**src/rtl/qpsk_tx_encoder.sv**
```systemverilog
// qpsk_tx_encoder: (8,4) block encoder with a one-word pending buffer and a 2-bit QPSK symbol serializer
module qpsk_tx_encoder #(
  parameter bit PARITY0 = 1'b1
) (
  input  logic       clk,
  input  logic       reset,
  input  logic [3:0] data_in,
  input  logic       in_valid,
  output logic       in_ready,
  output logic [1:0] sym_out,
  output logic       mod_en,
  input  logic       mod_ready,
  output logic       sym_first,
  output logic       busy
);
  localparam logic IDLE = 1'b0;
  localparam logic SEND = 1'b1;

  logic       state_q, state_d;
  logic [1:0] cnt_q, cnt_d;
  logic [7:0] sh_q, sh_d;
  logic [3:0] pend_q, pend_d;
  logic       pv_q, pv_d;
  logic       accept, xfer, load;

  function automatic logic [7:0] enc(input logic [3:0] d);
    logic [7:1] c;
    c = {d[3] ^ d[1] ^ d[0], d[3] ^ d[2] ^ d[1], d[3] ^ d[1] ^ d[0], d[0], d[1], d[2], d[3]};
    c[7] = d[2] ^ d[1] ^ d[0];
    return {c, PARITY0 ? ^c : 1'b0};
  endfunction

  assign in_ready  = !pv_q;
  assign accept    = in_valid & !pv_q;
  assign mod_en    = state_q == SEND;
  assign xfer      = mod_en & mod_ready;
  // A load happens whenever the shifter is free: idle, or the last symbol is leaving now.
  assign load      = !mod_en | (xfer & cnt_q == 2'd3);
  assign sym_out   = sh_q[1:0];
  assign sym_first = mod_en & cnt_q == 2'd0;
  assign busy      = mod_en | pv_q;

  always_comb begin
    state_d = state_q;
    cnt_d   = cnt_q;
    sh_d    = sh_q;
    pend_d  = pend_q;
    pv_d    = pv_q;
    if (load) begin
      state_d = (pv_q | accept) ? SEND : IDLE;
      cnt_d   = 2'd0;
      sh_d    = pv_q ? enc(pend_q) : accept ? enc(data_in) : sh_q;
      pv_d    = 1'b0;
    end else begin
      sh_d   = xfer ? {2'b00, sh_q[7:2]} : sh_q;
      cnt_d  = xfer ? cnt_q + 2'd1 : cnt_q;
      pv_d   = pv_q | accept;
      pend_d = accept ? data_in : pend_q;
    end
  end

  always_ff @(posedge clk) begin
    if (reset) begin
      state_q <= IDLE;
      cnt_q   <= 2'd0;
      sh_q    <= 8'h00;
      pend_q  <= 4'h0;
      pv_q    <= 1'b0;
    end else begin
      state_q <= state_d;
      cnt_q   <= cnt_d;
      sh_q    <= sh_d;
      pend_q  <= pend_d;
      pv_q    <= pv_d;
    end
  end
endmodule

```
**config.mk**
```make
export PLATFORM = sky130hd
export DESIGN_NAME = qpsk_tx_encoder
export DESIGN_NICKNAME = d
export VERILOG_FILES = /design/src/rtl/qpsk_tx_encoder.sv
export SDC_FILE = /design/constraint.sdc
export NUM_CORES = 1
export LEC_CHECK = 0
export CAP_MARGIN = 20
export CORE_MARGIN = 2
export CORE_UTILIZATION = 40
export DETAILED_ROUTE_END_ITERATION = 10
export GPL_TIMING_DRIVEN = 0
export MAX_ROUTING_LAYER = met4
export PLACE_DENSITY = 0.62
export SLEW_MARGIN = 10
export SYNTH_ARGS = -nofsm -noshare
export SYNTH_HDL_FRONTEND = slang
export SYNTH_SLANG_ARGS = --single-unit
export TNS_END_PERCENT = 10
```
**constraint.sdc**
```tcl
create_clock -name clk -period 2.1 [get_ports clk]
set_input_delay 0.525 -clock clk [delete_from_list [all_inputs] [get_ports clk]]
set_output_delay 0.525 -clock clk [all_outputs]
set_load 0.02 [all_outputs]
```
==> metrics.txt <==
drt first-iter violations=7; clk buf depth=2; n_diodes=0; synthesized cell area=953.4 um2; Sinks on Clock Net=16; Final Cycle Share=92.42%; Final Skew=0.008219 ns; unrepaired setup endpoints after global routing=false; number of remaining DRC errors=0; met2 usage in global routing=23.54%; Hold Buf Count CTS=0; htree depth=1; initial antenna violation count=0; Hold Worst Slack=0.4572 ns; CTS buffer count=3; DP Wirelength=1366 um; worst endpoint data arrival time=1.42 ns; ANT nets after route=0; CTS tree=done; worst path required time=1.57 ns; max_slew headroom=68.09%; Syn Area/Cell=8.910 um2; minimum clock period=1.941 ns; CTS Root Cell=clkbuf_4; # port buffers=13; Post-Route WL=1745 um; CP Class=flip-flop to output port; status=finished, final reports clean; Initial Util=42.69%; FILL cells=218; largest net degree at the start of global routing=11; Final #Nets=135; Max Clk Rate=0.5152 GHz; first-pass GRT wire length=3001 um; IO Pins=14; PD cells=644.7 nW/um2; Core ar.=2233 um2; yosys warns=0; Total Routing Usage GR=15.62%; worst-skew pair later-pin latency=0.29 ns; gate count of the mapped netlist=107; Max IR drop VDD=353.7 uV; actual slew at the worst max-slew pin=0.4787 ns; Vias=765; row count=17; Final setup violation count=0; critical-path maximum fanout=10; cell leakage power=0.4755 nW; dpl ws=0.09152 ns; Reg clk slew, reported paths=0.10 ns; Worst Setup End Kind=output port; Unique masters post-synth=27; Pre-antenna DRT Iters=4; crit start category=flip-flop; flops & latches, synth=16; max_cap viols=0; synthesized netlist net count=117; final hold violations=0; most frequent cells in the layout=dfxtp_1, a21oi_1, nand2_1; via/cell ratio=5.033; Final Max Slew Viols=0; sequential share of the synthesized area=33.60%; Hold WC Path Type=flip-flop to flip-flop; die width=52.82 um; global routing's busiest layer=met2; met3 global-route usage=2.571%; utilization after layout=51.54%; sum of negative setup slack=0 ns; share of layout cells above drive strength 1=9.677%; drt wl/cell=11.48 um; Die H=52.82 um; Final WS setup=0.1591 ns; grt total ovfl=0; area delta synth->final=20.73%; met1 GRT Util=20.74%; RePlAce Congestion=0.7524; vias in the first global route=679; commonest non-fill, non-tap cell in the layout=dfxtp_1; Die Area=2790 um2
routing by layer:
metal,vias to the layer above,share of wire [%]
met2,12,43
met5,-,0
li1,406,-
met3,5,3.2
met4,0,1.4
met1,342,52
worst paths after layout:
| kind | slack (ns) | startpoint | cells past startpoint | end |
|---|---|---|---|---|
| hold / removal | 0.46 | sh_q[2] | 2 | sh_q[2] |
| setup / recovery | 0.16 | pv_q | 4 | busy |
| hold reg to reg | 0.46 | sh_q[2] | 2 | sh_q[2] |
| setup reg to reg | 0.58 | cnt_q[0] | 6 | pend_q[0] |
Yosys cell counts:
cell type,number,area (um2)
a21bo_1,1,10.01
a21oi_1,14,70.07
a32o_1,2,20.02
and2_1,3,18.77
buf_2,2,10.01
buf_4,3,22.52
buf_6,1,11.26
clkbuf_1,1,3.750
dfxtp_1,16,320.3
ha_1,2,25.02
inv_1,6,22.52
mux2i_1,8,80.08
nand2_1,12,45.04
nand2b_1,1,6.260
nor2_1,9,33.78
nor2b_2,1,8.760
nor3_1,2,10.01
o211ai_1,6,45.04
o22ai_1,1,6.260
o32a_1,1,10.01
o32ai_1,1,8.760
o32ai_4,1,27.53
or2_1,1,6.260
or2b_1,1,7.510
xnor2_1,6,52.55
xnor3_1,2,45.04
xor2_1,3,26.28
power by group:
part / internal (mW) / leakage, nW / switching [mW]
clock: 0.106 / 0.0210 / 0.103
combinational: 0.0978 / 0.323 / 0.0921
sequential: 0.327 / 0.132 / 0.0167
worst max-delay path: stages, from the launching register on:
cell and delay, ns:
dfxtp_1 0.42, buf_4 0.21, inv_1 0.10, nand2_1 0.07
dlygate4sd2_1 0.32
layout make-up:
class | instances | area [um2] | share of cell area (%)
repair buffers | 13 | 126.4 | 10.98
clock buffers | 4 | 36.28 | 3.152
multi-input cells | 78 | 563.0 | 48.91
inverters | 6 | 22.52 | 1.957
flip-flops and latches | 16 | 320.3 | 27.83
well taps | 28 | 35.03 | 3.043
plain buffers | 7 | 47.55 | 4.130
cells by family after synthesis:
| family | Yosys count | synth area share, % |
|---|---|---|
| AOI/OAI and AO/OA | 27 | 20.74 |
| DFF | 16 | 33.60 |
| adders and majority gates | 2 | 2.624 |
| buffers and inverters | 13 | 7.348 |
| and+or+nand+nor | 30 | 14.31 |
| muxes | 8 | 8.399 |
| xor gates and xnor gates | 11 | 12.99 |
sequential cells by signal, indices dropped and copies added, names as in the netlist:
| name | cells |
|---|---|
| mod_en | 1 |
| pv_q | 1 |
| cnt_q | 2 |
| pend_q | 4 |
| sh_q | 8 |
timing repair:
action,4_1_cts,5_1_grt
setup endpoints to repair,3,0
setup buffers,0,0
resized for setup,3,0
stage by stage:
| step | instance area, um2 | cells | total power, mW |
|---|---|---|---|
| floorplan | 953.4 | 107 | 0.4817 |
| global placement | 1119 | 148 | 0.5426 |
| detailed placement | 1119 | 148 | 0.5447 |
| CTS | 1151 | 152 | 0.7530 |
| global route | 1151 | 152 | 0.7928 |
| finish | 1151 | 152 | 0.7421 |
Note: power is estimated with default switching activity, not from simulation.
